$ cat src/rtl/lsu_pkg.sv
// Shared definitions for the load/store unit: funct3 codes, FSM encoding,
// and the access-size decoder used at request accept.
package lsu_pkg;

  localparam logic [2:0] F3_B  = 3'b000;
  localparam logic [2:0] F3_H  = 3'b001;
  localparam logic [2:0] F3_W  = 3'b010;
  localparam logic [2:0] F3_BU = 3'b100;
  localparam logic [2:0] F3_HU = 3'b101;

  typedef enum logic [2:0] {
    ST_IDLE   = 3'd0,
    ST_LOAD   = 3'd1,
    ST_RMW_RD = 3'd2,
    ST_WRITE  = 3'd3,
    ST_RESP   = 3'd4
  } lsu_state_t;

  typedef enum logic [1:0] {
    SZ_BYTE    = 2'd0,
    SZ_HALF    = 2'd1,
    SZ_WORD    = 2'd2,
    SZ_ILLEGAL = 2'd3
  } lsu_size_t;

  // Stores only know B/H/W; the unsigned variants are load-only.
  function automatic lsu_size_t decode_size(input logic we, input logic [2:0] funct3);
    lsu_size_t size;
    size = SZ_ILLEGAL;
    case (funct3)
      F3_B:  size = SZ_BYTE;
      F3_H:  size = SZ_HALF;
      F3_W:  size = SZ_WORD;
      F3_BU: size = we ? SZ_ILLEGAL : SZ_BYTE;
      F3_HU: size = we ? SZ_ILLEGAL : SZ_HALF;
      default: size = SZ_ILLEGAL;
    endcase
    return size;
  endfunction

endpackage

$ cat src/rtl/lsu_lane_align.sv
// Combinational lane steering: load extraction with sign/zero extension and
// sub-word store merging into an existing memory word.
module lsu_lane_align
  import lsu_pkg::*;
(
  input  logic [31:0] word,
  input  logic [31:0] wdata,
  input  logic [1:0]  addr_lo,
  input  logic [2:0]  funct3,
  output logic [31:0] load_value,
  output logic [31:0] merged_word
);

  logic [7:0]  byte_sel;
  logic [15:0] half_sel;

  // Pick the addressed lane and extend it to 32 bits for loads.
  always_comb begin
    byte_sel = word[7:0];
    case (addr_lo)
      2'd0: byte_sel = word[7:0];
      2'd1: byte_sel = word[15:8];
      2'd2: byte_sel = word[23:16];
      2'd3: byte_sel = word[31:24];
      default: byte_sel = word[7:0];
    endcase
    half_sel = addr_lo[1] ? word[31:16] : word[15:0];
    case (funct3)
      F3_B:    load_value = {{24{byte_sel[7]}}, byte_sel};
      F3_BU:   load_value = {24'h0, byte_sel};
      F3_H:    load_value = {{16{half_sel[15]}}, half_sel};
      F3_HU:   load_value = {16'h0, half_sel};
      default: load_value = word;
    endcase
  end

  // Overlay the store byte/half onto the word just read from memory.
  always_comb begin
    merged_word = word;
    case (funct3)
      F3_B: begin
        case (addr_lo)
          2'd0: merged_word[7:0]   = wdata[7:0];
          2'd1: merged_word[15:8]  = wdata[7:0];
          2'd2: merged_word[23:16] = wdata[7:0];
          2'd3: merged_word[31:24] = wdata[7:0];
          default: merged_word = word;
        endcase
      end
      F3_H: begin
        if (addr_lo[1]) merged_word[31:16] = wdata[15:0];
        else            merged_word[15:0]  = wdata[15:0];
      end
      default: merged_word = wdata;
    endcase
  end

endmodule

$ cat src/rtl/load_store_unit.sv
// Load/store unit: single-outstanding memory master with fault detection,
// load lane extraction and read-modify-write for byte/half stores.
// Handshake: a request transfers on the rising edge where req_valid && req_ready;
// req_ready is high only in IDLE, and resp_valid is a one-cycle pulse that
// needs no acknowledge.
module load_store_unit
  import lsu_pkg::*;
#(
  parameter int MEM_WORDS = 64
) (
  input  logic        clk,
  input  logic        reset,
  input  logic        req_valid,
  output logic        req_ready,
  input  logic        req_we,
  input  logic [2:0]  req_funct3,
  input  logic [31:0] req_addr,
  input  logic [31:0] req_wdata,
  output logic        resp_valid,
  output logic [31:0] resp_rdata,
  output logic        resp_fault,
  output logic        MemRead,
  output logic        MemWrite,
  output logic [31:0] Mem_Addr,
  output logic [31:0] wr_data,
  input  logic [31:0] rd_data
);

  localparam logic [29:0] WORD_LIMIT = 30'(MEM_WORDS);

  lsu_state_t  state, state_next;
  lsu_size_t   req_size;
  logic        accept;
  logic        req_fault;
  logic [31:0] addr_q;
  logic [2:0]  funct3_q;
  logic [31:0] wdata_q;
  logic [31:0] merged_q;
  logic [31:0] resp_rdata_q;
  logic        resp_fault_q;
  logic [31:0] load_value;
  logic [31:0] merged_word;

  assign req_ready = (state == ST_IDLE) && !reset;
  assign accept    = req_valid && req_ready;

  // Classify the incoming request; faulting requests never reach memory.
  always_comb begin
    req_size  = decode_size(req_we, req_funct3);
    req_fault = (req_size == SZ_ILLEGAL)
             || ((req_size == SZ_HALF) && req_addr[0])
             || ((req_size == SZ_WORD) && (req_addr[1:0] != 2'b00))
             || (req_addr[31:2] >= WORD_LIMIT);
  end

  lsu_lane_align u_align (
    .word        (rd_data),
    .wdata       (wdata_q),
    .addr_lo     (addr_q[1:0]),
    .funct3      (funct3_q),
    .load_value  (load_value),
    .merged_word (merged_word)
  );

  // State register.
  always_ff @(posedge clk) begin
    if (reset) state <= ST_IDLE;
    else       state <= state_next;
  end

  // Next-state: route by fault, direction and store width at accept.
  always_comb begin
    state_next = state;
    case (state)
      ST_IDLE: begin
        if (accept) begin
          if (req_fault)                 state_next = ST_RESP;
          else if (!req_we)              state_next = ST_LOAD;
          else if (req_size == SZ_WORD)  state_next = ST_WRITE;
          else                           state_next = ST_RMW_RD;
        end
      end
      ST_LOAD:   state_next = ST_RESP;
      ST_RMW_RD: state_next = ST_WRITE;
      ST_WRITE:  state_next = ST_RESP;
      ST_RESP:   state_next = ST_IDLE;
      default:   state_next = ST_IDLE;
    endcase
  end

  // Memory strobes and response pulse; address/data are zero when no access runs.
  always_comb begin
    MemRead    = 1'b0;
    MemWrite   = 1'b0;
    Mem_Addr   = 32'h0;
    wr_data    = 32'h0;
    resp_valid = 1'b0;
    if (!reset) begin
      case (state)
        ST_LOAD, ST_RMW_RD: begin
          MemRead  = 1'b1;
          Mem_Addr = {2'b00, addr_q[31:2]};
        end
        ST_WRITE: begin
          MemWrite = 1'b1;
          Mem_Addr = {2'b00, addr_q[31:2]};
          wr_data  = merged_q;
        end
        ST_RESP:  resp_valid = 1'b1;
        default: ;
      endcase
    end
  end

  // Request capture, RMW merge and response registers (held until the next RESP).
  always_ff @(posedge clk) begin
    if (reset) begin
      addr_q       <= 32'h0;
      funct3_q     <= 3'h0;
      wdata_q      <= 32'h0;
      merged_q     <= 32'h0;
      resp_rdata_q <= 32'h0;
      resp_fault_q <= 1'b0;
    end else begin
      if (accept) begin
        addr_q   <= req_addr;
        funct3_q <= req_funct3;
        wdata_q  <= req_wdata;
        merged_q <= req_wdata;  // a full-word store writes this unchanged
        if (req_fault) begin
          resp_rdata_q <= 32'h0;
          resp_fault_q <= 1'b1;
        end
      end
      if (state == ST_LOAD) begin
        resp_rdata_q <= load_value;
        resp_fault_q <= 1'b0;
      end
      if (state == ST_RMW_RD) merged_q <= merged_word;
      if (state == ST_WRITE) begin
        resp_rdata_q <= 32'h0;
        resp_fault_q <= 1'b0;
      end
    end
  end

  assign resp_rdata = resp_rdata_q;
  assign resp_fault = resp_fault_q;

endmodule

$ cat config.mk
export PLATFORM = sky130hd
export DESIGN_NAME = load_store_unit
export DESIGN_NICKNAME = d
export VERILOG_FILES = /design/src/rtl/lsu_pkg.sv /design/src/rtl/lsu_lane_align.sv /design/src/rtl/load_store_unit.sv
export SDC_FILE = /design/constraint.sdc
export NUM_CORES = 1
export LEC_CHECK = 0
export CAP_MARGIN = 40
export CORE_ASPECT_RATIO = 0.9
export CORE_MARGIN = 10
export CORE_UTILIZATION = 51
export CTS_CLUSTER_DIAMETER = 50
export DETAILED_ROUTE_END_ITERATION = 12
export PLACE_DENSITY = 0.92
export SLEW_MARGIN = 30
export SYNTH_ARGS = -nofsm -noshare
export SYNTH_HDL_FRONTEND = slang
export SYNTH_SLANG_ARGS = --single-unit
$ cat constraint.sdc
create_clock -name clk -period 5.1 [get_ports clk]
set_input_delay 1.02 -clock clk [delete_from_list [all_inputs] [get_ports clk]]
set_output_delay 1.02 -clock clk [all_outputs]
set_load 0.02 [all_outputs]
Yosys cells after proc, flatten, opt, wreduce, memory -nomap -nowiden
Cells that the tools add are included.
{ "totals": {"register_bits": 135, "inputBits": 103, "output_inout_bits": 101, "word_cells": 82} }
{ "classes": {"order_cmp": 1, "eq_ne": 18, "muxes": 33, "reduce_logical": 23} }
{ "op_table": {"columns": ["cell", "n"], "rows": [
  ["$mux W32", 7],
  ["$pmux W32 S4", 1],
  ["$pmux W32 S2", 1],
  ["$mux W30", 2],
  ["$mux W16", 3],
  ["$mux W8", 4],
  ["$pmux W8 S4", 1],
  ["$ge A30 B7 Y1 const B", 1],
  ["$eq A3 B3 Y1 const B", 5],
  ["$pmux W2 S5", 1],
  ["$eq A3 B1 Y1 const B", 3],
  ["$eq A3 B2 Y1 const B", 3],
  ["$logic_not A3 Y1", 3],
  ["$pmux W3 S3", 1],
  ["$eq A2 B2 Y1 const B", 4],
  ["$reduce_bool A2 Y1", 4],
  ["$mux W1", 7],
  ["$mux W2", 3],
  ["$mux W3", 2],
  ["$reduce_or A2 Y1", 3],
  ["$reduce_or A3 Y1", 2],
  ["$eq A2 B1 Y1 const B", 2],
  ["$logic_and A1 B1 Y1", 4],
  ["$reduce_and A2 Y1", 2],
  ["4 further kinds", 6]
]} }

Depth between registers and ports, before layout
Gate-level depths: netlist of run 1.
{ "logic_depth": {"depth_word": 10, "depth_mapped": 8, "ltp_nobuf": 5} }

Modules after synthesis
From an unflattened synthesis of run 1, not the netlist that was laid out.
{ "unflattened": {"cells_unflattened": 929, "hier_area_um2": 7070.5} }
{ "modules_own_cells": {"columns": ["mod", "n_inst", "cells_each", "area_per_inst_um2", "seq_area_each_um2"], "rows": [
  ["load_store_unit", 1, 730, 5738.0, 2702.6],
  ["lsu_lane_align", 1, 199, 1332.5, 0.0]
]} }

Worst setup path before layout of run 1
OpenSTA, ideal clock, no wires.
{ "synth_timing": {"path_type": "input-to-output", "startpoint": "in reset", "endpoint": "out resp_valid", "t_arrival_ns": 2.203, "t_required_ns": 4.080, "slack_ns": 1.877, "stages": 4, "path_buffers": 3, "cell_sequence": "buf_2 -> clkbuf_1 -> clkbuf_1 -> nor4_1"} }
{ "synth_via": {"elab_chain_cells": 1} }
{ "synth_rtl": {"columns": ["element", "line", "text"], "rows": [
  ["from (decl)", "load_store_unit.sv:12", "input logic reset,"],
  ["$mux W1", "load_store_unit.sv:98", "if (!reset) begin"],
  ["to (decl)", "load_store_unit.sv:19", "output logic resp_valid,"]
]} }
Every way passes these cells.

Worst setup path after layout of run 1
{ "layout_timing": {"startpoint": "reg state[0]", "endpoint": "out wr_data[13]"} }
{ "layout_via": {"elab_chain_cells": 3} }
{ "layout_rtl": {"columns": ["element", "line", "text"], "rows": [
  ["from (decl)", "load_store_unit.sv:31", "lsu_state_t state, state_next;"],
  ["from (signal assigned)", "load_store_unit.sv:68", "else state <= state_next;"],
  ["$eq A3 B2 Y1", "load_store_unit.sv:99", "case (state)"],
  ["$mux W32", "load_store_unit.sv:99", null],
  ["$mux W32", "load_store_unit.sv:98", null],
  ["to (decl)", "load_store_unit.sv:25", "output logic [31:0] wr_data,"]
]} }
Every way passes these cells.

==> flow_summary.json, run 1 <==
{
  "num_vias": 6643,
  "dr.first_iter.drc_count": 798,
  "hp-class": "flip-flop to flip-flop",
  "timing.hold.ws_ps": 449.4,
  "ff2ff_path_depth": 6,
  "htree_num_levels": 4,
  "synth-seq-cells": 135,
  "status": "finished, final reports clean",
  "flow.area_growth_from_synthesis_pct": 39.97,
  "avgViaCountPerCell": 5.827,
  "detail_route.wirelength_um": 22260,
  "most_utilized_layer_in_the_global_route_result": "met2",
  "initial_cell_density_of_the_core": 0.5175,
  "power_switching_share": 0.2661,
  "grt_setup_unrepaired": "no",
  "ratio_of_cells_with_drive_above_1_in_the_final_layout": 0.07787,
  "avgRoutedWirePerCell_um": 19.53,
  "holdCritStartpoint": "wdata_q[27]",
  "cts-root-buf": "sky130_fd_sc_hd__clkbuf_16",
  "placedCellCount": 1107,
  "drv_slew": 0,
  "finalHoldViolations": 0,
  "grt.total_usage": 0.2357,
  "layout_common_cells": "200 x sky130_fd_sc_hd__clkdlybuf4s50_1, 148 x sky130_fd_sc_hd__nand2_1, 135 x sky130_fd_sc_hd__dfxtp_1",
  "worstReg2RegStart": "addr_q[1]",
  "drt_pre_antenna_iters": 6,
  "cts.sinks": 135,
  "synth-async-reset-ratio": 0,
  "cts_buffer_depth": 2,
  "globalRouteMet2Util": 0.3649,
  "cp_num_cells": 6,
  "first_pass_grt_wire_length_um": 34080,
  "clock-skew-final_ps": 13.03,
  "largest_incremental_delay_on_the_critical_path_ps": 610,
  "share_comb_of_total_power": 0.122,
  "pwr-share-clk": 0.460,
  "setup.worst_path.class": "flip-flop to primary output",
  "postCtsHoldBufs": 0,
  "min_period_ps": 3921,
  "postLayoutCoreUtil": 0.7243,
  "yosys_warnings": 0,
  "globalRouteOverflowTotal": 0,
  "synth_area_per_cell_um2": 8.164,
  "switchingPower_uw": 724.1,
  "p_seq_frac": 0.418,
  "cp_max_fo": 21,
  "crit_slowest_cell": "sky130_fd_sc_hd__dfxtp_1",
  "synth.cell_area_um2": 6515,
  "flop2flop_setup_slack_ps": 2680,
  "numCtsBuffers": 17,
  "report.final.setup_viol": 0,
  "synth_flop_cell": "sky130_fd_sc_hd__dfxtp_1",
  "first_global_vias": 6267,
  "port_buffers": 201,
  "nets": 1066,
  "critPathCaptureType": "primary output",
  "tightest_slew_ps": 802.6,
  "cts_setup_buffers": 0,
  "timing.critical_path.from": "state[0]",
  "post_route_setup_tns_ps": 0,
  "internal_power_mw": 1.996,
  "total_power_mw": 2.721,
  "path_buf_inv": 2,
  "tcrit_tclk_final": 0.7688,
  "worst-endpoint-required_ps": 4080,
  "fp.dieW_um": 139.1,
  "cellPowerDensity_nw_per_um2": 298.3,
  "cts-resized-gates": 0,
  "synth_enable_flop_cells": 0,
  "worst_skew_pair.late_latency_ps": 420,
  "ant_nets": 0,
  "power_leakage_nw": 3.267,
  "finalWeightedCongestion": 0.9747,
  "fin_cells": 1140,
  "sum_of_net_half_perimeters_after_detailed_placement_um": 15720,
  "clk_pin_slew_ps": 60,
  "crit_chain": "nor2b_1, nand2_1, nor2_2, buf_4, and2_1, clkdlybuf4s50_1",
  "crit_path_start_kind": "flip-flop",
  "rows": 39,
  "io-pin-count": 204,
  "placeableCoreArea_um2": 12590,
  "vdd_ir_drop_max_uv": 227.7,
  "synth_cell_types": 53,
  "diodes_inserted": 0,
  "timing.critical_path.max_delay_family": "simple AND/OR/NAND/NOR gates",
  "fp.dieArea_um2": 17700,
  "timing.max_slew.rel_slack": 0.4642,
  "worst_setup_path_endpoint": "wr_data[13]",
  "drt_drc_violations_left": 0,
  "timing.fmax_ghz": 0.2550,
  "globalRouteMet3Util": 0.07333,
  "initial_antenna_violation_count": 0,
  "max-cap-violations": 0,
  "chipHeight_um": 127.2,
  "syn_inst": 798,
  "final_common_cell": "sky130_fd_sc_hd__clkdlybuf4s50_1",
  "largest_net_degree_at_the_start_of_global_routing": 60,
  "groute.layer.met1.usage": 0.2959,
  "synth_sequential_area_ratio": 0.4148,
  "critical_path.reg2reg.endpoint": "resp_rdata[24]",
  "tritoncts": "built",
  "critical_path_data_arrival_time_ps": 2900
}
[power groups by stage]
stage	logic, mW	registers [mW]	clock network [mW]
5_1_grt	0.356	1.14	1.30
3_5_place_dp	0.320	1.16	0
6_report	0.331	1.14	1.25
4_1_cts	0.326	1.14	1.25
3_3_place_gp	0.313	1.16	0
2_1_floorplan	0.192	1.14	0
[state kept, by name, indices dropped and copies added, names as in the netlist]
signal	cells
state	3
resp_rdata	32
resp_fault	1
wdata_q	32
funct3_q	3
merged_q	32
addr_q	32
[worst min-delay path, stage by stage, from the launching register on]
cell	delay (ps)
sky130_fd_sc_hd__dfxtp_1	310
sky130_fd_sc_hd__nand2_1	50
sky130_fd_sc_hd__a21oi_1	50
[synth_stat cells, types with 3 or more instances]
library cell                number  share of area
sky130_fd_sc_hd__nand2_1       148          0.085
sky130_fd_sc_hd__dfxtp_1       135           0.41
sky130_fd_sc_hd__a21oi_1        68          0.052
sky130_fd_sc_hd__nor2_1         55          0.032
sky130_fd_sc_hd__o21ai_0        52          0.040
sky130_fd_sc_hd__and2_1         38          0.036
sky130_fd_sc_hd__clkbuf_1       37          0.021
sky130_fd_sc_hd__nand2b_1       33          0.032
sky130_fd_sc_hd__buf_2          19          0.015
sky130_fd_sc_hd__a221oi_1       17          0.023
sky130_fd_sc_hd__a31oi_1        17          0.016
sky130_fd_sc_hd__a21o_1         16          0.018
sky130_fd_sc_hd__mux2i_1        16          0.025
sky130_fd_sc_hd__o2bb2ai_1      15          0.020
sky130_fd_sc_hd__o22ai_1        12          0.012
sky130_fd_sc_hd__nor3b_1         9          0.010
sky130_fd_sc_hd__a22o_1          8          0.011
sky130_fd_sc_hd__a311oi_1        8          0.011
sky130_fd_sc_hd__buf_4           8         0.0092
sky130_fd_sc_hd__mux2_2          8          0.014
sky130_fd_sc_hd__o221a_2         8          0.014
sky130_fd_sc_hd__a2bb2oi_1       7         0.0094
sky130_fd_sc_hd__nor4_1          7         0.0067
sky130_fd_sc_hd__inv_1           5         0.0029
sky130_fd_sc_hd__nand3b_1        4         0.0046
sky130_fd_sc_hd__o221ai_1        4         0.0054
sky130_fd_sc_hd__a221o_1         3         0.0046
sky130_fd_sc_hd__nor3_1          3         0.0023
sky130_fd_sc_hd__nor3_2          3         0.0046
sky130_fd_sc_hd__o211ai_1        3         0.0035
sky130_fd_sc_hd__o21a_1          3         0.0035
sky130_fd_sc_hd__o31ai_1         3         0.0035
[kinds of logic (layout without fill, tap and decap cells)]
| family | Yosys count | in the layout | share of synthesized area |
|---|---|---|---|
| compound gates | 253 | 253 | 0.2627 |
| buf+inv | 73 | 250 | 0.05262 |
| other cells | 1 | 2 | 0.0005756 |
| simple gates | 311 | 311 | 0.2295 |
| xor+xnor | 1 | 1 | 0.001345 |
| mux | 24 | 24 | 0.03841 |
| flops | 135 | 135 | 0.4148 |
[how the worst min path moves through the flow]
stage	end	cells past startpoint
final	wdata_q[27]	2
after detailed placement	resp_rdata[2]	1
after global routing	resp_rdata[3]	1
after global placement	resp_rdata[2]	1
after floorplan	wdata_q[24]	2
after CTS	wdata_q[28]	2
[per-layer routing]
metal | up-vias | part of all wire | wire length (um)
li1 | 3167 | - | -
met1 | 3041 | 0.41 | 9086
met2 | 367 | 0.45 | 10080
met3 | 68 | 0.10 | 2260
met4 | 0 | 0.037 | 832
met5 | - | 0 | 0
[metrics by stage]
stage | setup WS, ps | instance area (um2)
after floorplan | 1877 | 6519
after global routing | 998.1 | 9119
final | 1179 | 9119
after global placement | 1502 | 8497
after detailed placement | 1420 | 8507
after CTS | 1164 | 9107
[layout make-up]
type	count	area (um2)
Timing Repair Buffer	213	2101
Multi-Input combinational cell	591	3491
Clock buffer	18	439.2
Inverter	5	18.77
Clock inverter	14	161.4
Sequential cell	135	2703
Fill cell	928	3471
Tap cell	164	205.2
(Power assumes the default switching activity.)
==> run 2: changes to the inputs <==
--- a/config.mk
+++ b/config.mk
@@ -8,10 +8,10 @@
 export CAP_MARGIN = 40
 export CORE_ASPECT_RATIO = 0.9
 export CORE_MARGIN = 10
-export CORE_UTILIZATION = 51
+export CORE_UTILIZATION = 47
 export CTS_CLUSTER_DIAMETER = 50
 export DETAILED_ROUTE_END_ITERATION = 12
-export PLACE_DENSITY = 0.92
+export PLACE_DENSITY = 0.86
 export SLEW_MARGIN = 30
 export SYNTH_ARGS = -nofsm -noshare
 export SYNTH_HDL_FRONTEND = slang
==> constraint.sdc (replaced) <==
create_clock -name clk -period 3.87 [get_ports clk]
set_input_delay 0.774 -clock clk [delete_from_list [all_inputs] [get_ports clk]]
set_output_delay 0.774 -clock clk [all_outputs]
set_load 0.02 [all_outputs]
==> run 2 against run 1 <==
Final cell count grew 0.79%. Die area grew 7.2%. Wire length is essentially flat. Highest routed layer unchanged.
==> flow_summary.json, run 2 (synthesized netlist as in run 1, its figures left out) <==
{
  "crit_chain": "nor2b_1, nand2_1, nor2_2, buf_4, and2_1, clkdlybuf4s50_1",
  "timing.hold.worst_path_depth": 2,
  "critPathCaptureType": "primary output",
  "power_leakage_nw": 3.297,
  "dr.first_iter.drc_count": 588,
  "status": "finished, final reports clean",
  "cts_setup_buffers": 0,
  "largest_incremental_delay_on_the_critical_path_ps": 620,
  "timing.fmax_ghz": 0.3008,
  "grt.total_usage": 0.2278,
  "tritoncts": "built",
  "pre_cts_slack_ps": 758.7,
  "vdd_ir_drop_max_uv": 337.0,
  "finalWeightedCongestion": 0.9039,
  "largest_net_degree_at_the_start_of_global_routing": 64,
  "avgViaCountPerCell": 5.725,
  "final_common_cell": "sky130_fd_sc_hd__clkdlybuf4s50_1",
  "finalWorstSetupSlack_ps": 546.0,
  "cts-root-buf": "sky130_fd_sc_hd__clkbuf_16",
  "post_route_setup_tns_ps": 0,
  "rows": 40,
  "ant_nets": 0,
  "finalHoldViolations": 0,
  "drt_pre_antenna_iters": 5,
  "report.final.setup_viol": 0,
  "critical_path_data_arrival_time_ps": 2550,
  "ff2ff_path_depth": 5,
  "clk_pin_slew_ps": 60,
  "cts.sinks": 135,
  "chipHeight_um": 131.7,
  "layout_common_cells": "200 x sky130_fd_sc_hd__clkdlybuf4s50_1, 148 x sky130_fd_sc_hd__nand2_1, 135 x sky130_fd_sc_hd__dfxtp_1",
  "flow.area_growth_from_synthesis_pct": 40.62,
  "htree_num_levels": 4,
  "port_buffers": 201,
  "grt_setup_unrepaired": "no",
  "fp.dieW_um": 144.1,
  "sum_of_net_half_perimeters_after_detailed_placement_um": 16080,
  "timing.max_slew.rel_slack": 0.4693,
  "min_period_ps": 3324,
  "placeableCoreArea_um2": 13460,
  "hp-class": "flip-flop to flip-flop",
  "detail_route.wirelength_um": 22250,
  "drt_drc_violations_left": 0,
  "clock-skew-final_ps": 9.583,
  "timing.critical_path.max_delay_family": "buffers and inverters",
  "io-pin-count": 204,
  "first_pass_grt_wire_length_um": 34440,
  "crit_path_start_kind": "flip-flop",
  "worst-endpoint-required_ps": 3100,
  "path_buf_inv": 2,
  "crit_slowest_cell": "sky130_fd_sc_hd__clkdlybuf4s50_1",
  "drv_slew": 0,
  "postCtsHoldBufs": 0,
  "nets": 1071,
  "initial_cell_density_of_the_core": 0.4839,
  "ratio_of_cells_with_drive_above_1_in_the_final_layout": 0.08155,
  "cts_buffer_depth": 2,
  "avgRoutedWirePerCell_um": 19.37,
  "cp_num_cells": 6,
  "numCtsBuffers": 17,
  "num_vias": 6578,
  "initial_antenna_violation_count": 0,
  "setup.worst_path.class": "flip-flop to primary output",
  "max-cap-violations": 0,
  "cellPowerDensity_nw_per_um2": 387.3,
  "worst_skew_pair.late_latency_ps": 430,
  "globalRouteOverflowTotal": 0,
  "tightest_slew_ps": 794.9,
  "first_global_vias": 6270,
  "tcrit_tclk_final": 0.8589,
  "fp.dieArea_um2": 18980,
  "cp_max_fo": 15,
  "diodes_inserted": 0,
  "cts-resized-gates": 0
}
-- run 2: cell count changes in the layout (fill, tap and decap cells not counted), moves of 3 or more --
cell / delta
sky130_fd_sc_hd__buf_4: +3
sky130_fd_sc_hd__clkinv_2: +3
sky130_fd_sc_hd__clkinv_4: +4
sky130_fd_sc_hd__inv_6: -6
-- run 2: per-layer routing --
layer | wire, um | global-route usage
met5 | 0 | 0
met4 | 619 | 0.08503
met3 | 2065 | 0.06988
met2 | 10120 | 0.3466
met1 | 9448 | 0.2943
-- run 2: worst paths after layout --
kind	from	to	slack, ps
worst max-delay path	state[0]	wr_data[16]	550
worst min-delay path	wdata_q[23]	wdata_q[23]	450
worst max register to register	funct3_q[1]	resp_rdata[29]	1570
worst min register to register	wdata_q[23]	wdata_q[23]	450
-- run 2: area by class of cell --
class / count / area (um2)
fillers: 1067 / 4302
multi-input cells: 591 / 3481
flip-flops and latches: 135 / 2703
repair buffers: 218 / 2158
clock buffers: 18 / 439.2
well taps: 168 / 210.2
clock inverters: 14 / 151.4
inverters: 5 / 18.77
-- run 2: through the flow --
stage	cell area (um2)	utilization	total power [mW]	instances	hold slack, ps
after global placement	8544	0.6347	1.944	1115	434.9
after global routing	9161	0.6805	3.664	1149	474.9
after floorplan	6519	-	1.756	799	431.7
after detailed placement	8559	0.6358	1.954	1116	442.0
after CTS	9150	0.6796	3.550	1148	451.6
final	9161	0.6805	3.548	1149	449.5
-- run 2: worst min-delay path, cell delays in order (launching register included) --
cell                      delay [ps]
sky130_fd_sc_hd__dfxtp_1         300
sky130_fd_sc_hd__nand2_1          50
sky130_fd_sc_hd__a21oi_1          50
-- run 2: where the power goes --
group | total (mW) | switching (mW) | internal (mW)
combinational | 0.439 | 0.235 | 0.204
clock | 1.61 | 0.644 | 0.967
sequential | 1.50 | 0.0480 | 1.45
total | 3.55 | 0.926 | 2.62
==> run 3: changes to the inputs <==
--- a/config.mk
+++ b/config.mk
@@ -5,10 +5,11 @@
 export SDC_FILE = /design/constraint.sdc
 export NUM_CORES = 1
 export LEC_CHECK = 0
+export ABC_AREA = 1
 export CAP_MARGIN = 40
 export CORE_ASPECT_RATIO = 0.9
 export CORE_MARGIN = 10
-export CORE_UTILIZATION = 47
+export CORE_UTILIZATION = 48
 export CTS_CLUSTER_DIAMETER = 50
 export DETAILED_ROUTE_END_ITERATION = 12
 export PLACE_DENSITY = 0.86
==> constraint.sdc (replaced) <==
create_clock -name clk -period 3.3 [get_ports clk]
set_input_delay 0.66 -clock clk [delete_from_list [all_inputs] [get_ports clk]]
set_output_delay 0.66 -clock clk [all_outputs]
set_load 0.02 [all_outputs]
==> run 3 against run 2 <==
Clock skew shrank 3.8 ps. Power grew 26%. Count of clock-buffer cells in the layout rose by 1. Final cell count is 23% higher. Non-clock buffer count up 3. Global-route usage increased by 0.24 points. Final area is 4.3% higher. Combinational power rose by 41%. Highest routed layer unchanged.
==> flow_summary.json, run 3 <==
{
  "layout.filler_cells": 1188,
  "post-synth-top-area-fraction": 0.3979,
  "critical_path.reg2reg.endpoint": "merged_q[18]",
  "p_seq_frac": 0.391,
  "timing.hold.ws_ps": 463.6,
  "cp_max_fo": 11,
  "report.final.setup_viol": 0,
  "avgRoutedWirePerCell_um": 16.73,
  "port_buffers": 201,
  "status": "finished, final reports clean",
  "flow.area_growth_from_synthesis_pct": 40.66,
  "synth_cell_types": 30,
  "finalWeightedCongestion": 0.9424,
  "ff2ff_path_depth": 9,
  "avgViaCountPerCell": 5.323,
  "drv_slew": 0,
  "hp-class": "flip-flop to flip-flop",
  "ratio_of_cells_with_drive_above_1_in_the_final_layout": 0.06475,
  "min_period_ps": 3177,
  "timing.max_slew.rel_slack": 0.4613,
  "cts_buffer_depth": 2,
  "post-synth-top-count-cell": "sky130_fd_sc_hd__nand2_1",
  "most_area_hungry_cell_type_in_the_yosys_netlist": "sky130_fd_sc_hd__dfxtp_1",
  "total_power_mw": 4.455,
  "dr.first_iter.drc_count": 835,
  "worst-endpoint-required_ps": 2640,
  "io-pin-count": 204,
  "fp.dieArea_um2": 19310,
  "synth.cell_area_um2": 6792,
  "flop2flop_setup_slack_ps": 1090,
  "yosys_warnings": 0,
  "vdd_ir_drop_max_uv": 370.6,
  "htree_num_levels": 4,
  "synth-seq-cells": 135,
  "detailed_place.area_um2": 8857,
  "worst_setup_path_endpoint": "wr_data[2]",
  "pwr-share-clk": 0.469,
  "clk_pin_slew_ps": 60,
  "setup.worst_path.class": "flip-flop to primary output",
  "worstReg2RegStart": "state[1]",
  "synth-async-reset-ratio": 0,
  "rows": 41,
  "initial_antenna_violation_count": 0,
  "largest_incremental_delay_on_the_critical_path_ps": 630,
  "critPathCaptureType": "primary output",
  "timing.critical_path.from": "state[2]",
  "numCtsBuffers": 17,
  "crit_slowest_cell": "sky130_fd_sc_hd__clkdlybuf4s50_1",
  "synth_flop_cell": "sky130_fd_sc_hd__dfxtp_1",
  "final_common_cell": "sky130_fd_sc_hd__nand2_1",
  "placeableCoreArea_um2": 13950,
  "cellPowerDensity_nw_per_um2": 466.3,
  "power_switching_share": 0.2539,
  "tcrit_tclk_final": 0.9626,
  "switchingPower_mw": 1.131,
  "tritoncts": "built",
  "chipHeight_um": 132.8,
  "share_comb_of_total_power": 0.139,
  "internal_power_mw": 3.323,
  "synth_area_per_cell_um2": 6.587,
  "drt_pre_antenna_iters": 6,
  "netlist_top_cells_count": "268 x sky130_fd_sc_hd__nand2_1, 164 x sky130_fd_sc_hd__a21oi_1, 135 x sky130_fd_sc_hd__dfxtp_1",
  "drt_drc_violations_left": 0,
  "grt.total_usage": 0.2302,
  "clock-skew-final_ps": 5.798,
  "sum_of_net_half_perimeters_after_detailed_placement_um": 17370,
  "largest_net_degree_at_the_start_of_global_routing": 64,
  "cp_num_cells": 9,
  "power_leakage_nw": 3.637,
  "finalHoldViolations": 0,
  "first_pass_grt_wire_length_um": 36460,
  "postLayoutCoreUtil": 0.6846,
  "cts-root-buf": "sky130_fd_sc_hd__clkbuf_16",
  "diodes_inserted": 0,
  "crit_chain": "inv_1, nand2_1, nor2_1, inv_1, nor2_4, clkinvlp_4, buf_4, nor2_1, clkdlybuf4s50_1",
  "first_global_vias": 7004,
  "synth_sequential_area_ratio": 0.3979,
  "post-route-cell-area_um2": 9553,
  "ant_nets": 0,
  "detail_route.wirelength_um": 23640,
  "cts.sinks": 135,
  "post_route_setup_tns_ps": 0,
  "initial_cell_density_of_the_core": 0.4867,
  "syn_inst": 1031,
  "fp.dieW_um": 145.4,
  "synth.area.top_cells": "sky130_fd_sc_hd__dfxtp_1 40%, sky130_fd_sc_hd__nand2_1 15%, sky130_fd_sc_hd__a21oi_1 12%",
  "synth_enable_flop_cells": 0,
  "max-cap-violations": 0,
  "timing.critical_path.max_delay_family": "buffers and inverters",
  "grt_setup_unrepaired": "no",
  "timing.fmax_ghz": 0.3148,
  "tightest_slew_ps": 807.1,
  "num_vias": 7522,
  "path_buf_inv": 5,
  "globalRouteOverflowTotal": 0,
  "critical_path_data_arrival_time_ps": 2520,
  "nets": 1310,
  "layout_common_cells": "268 x sky130_fd_sc_hd__nand2_1, 200 x sky130_fd_sc_hd__clkdlybuf4s50_1, 164 x sky130_fd_sc_hd__a21oi_1",
  "worst_skew_pair.late_latency_ps": 420,
  "crit_path_start_kind": "flip-flop"
}
run 3: area by class of cell:
cell class                 instances  area [um2]  area share
multi-input combinational        737        3420      0.3580
sequential                       135        2703      0.2829
timing repair buffer             221        2170      0.2271
clock buffer                      19       452.9     0.04741
inverter                          94       357.8     0.03746
tap                              193       241.5     0.02528
clock inverter                    13       201.4     0.02109
timing repair inverter             1       7.507   0.0007859
run 3: cells by family (layout without fill, tap and decap cells):
group | Yosys count | count (layout) | share of synthesized area
AOI/OAI and AO/OA | 290 | 290 | 0.2297
buffers and inverters | 160 | 348 | 0.1002
and+or+nand+nor | 445 | 445 | 0.2716
DFF | 135 | 135 | 0.3979
other | 1 | 2 | 0.0005522
run 3: how the worst min path moves through the flow:
stage | from | end | slack [ps] | cells after the start
finish | resp_fault | resp_fault | 460 | 2
global placement | resp_fault | resp_fault | 440 | 2
CTS | wdata_q[21] | wdata_q[21] | 470 | 2
global route | wdata_q[16] | wdata_q[16] | 480 | 2
detailed placement | wdata_q[22] | wdata_q[22] | 460 | 2
floorplan | addr_q[30] | addr_q[30] | 430 | 2
run 3: tightest hold or removal path, cell delays in order, from the launching register on:
cell                      delay, ps
sky130_fd_sc_hd__dfxtp_1        310
sky130_fd_sc_hd__inv_1           50
sky130_fd_sc_hd__a21oi_1         60
run 3: metal layers:
layer | GRT usage | up-vias | wire length (um)
li1 | - | 3726 | -
met1 | 0.2999 | 3373 | 10180
met2 | 0.3591 | 381 | 10780
met3 | 0.06203 | 42 | 2106
met4 | 0.08081 | 0 | 571
met5 | 0 | - | 0
run 3: repair_timing:
| item | in CTS | in global routing |
|---|---|---|
| resized for setup | 0 | 4 |
| setup buffers | 0 | 3 |
| hold buffers | 0 | 0 |
| setup endpoints to repair | 0 | 21 |
| hold endpoints to repair | 0 | 0 |
run 3: stage by stage:
step / setup WS (ps) / instances
floorplan: 863.2 / 1032
global placement: 540.4 / 1377
detailed placement: 480.3 / 1377
CTS: 113.1 / 1409
global route: 21.82 / 1413
finish: 123.5 / 1413
run 3: power by group through the flow:
stage               Clock (mW)  Sequential, mW  Combinational (mW)
floorplan                    0            1.76               0.377
global route              2.18            1.75               0.682
global placement             0            1.77               0.595
CTS                       2.11            1.74               0.610
detailed placement           0            1.78               0.604
finish                    2.09            1.74               0.621
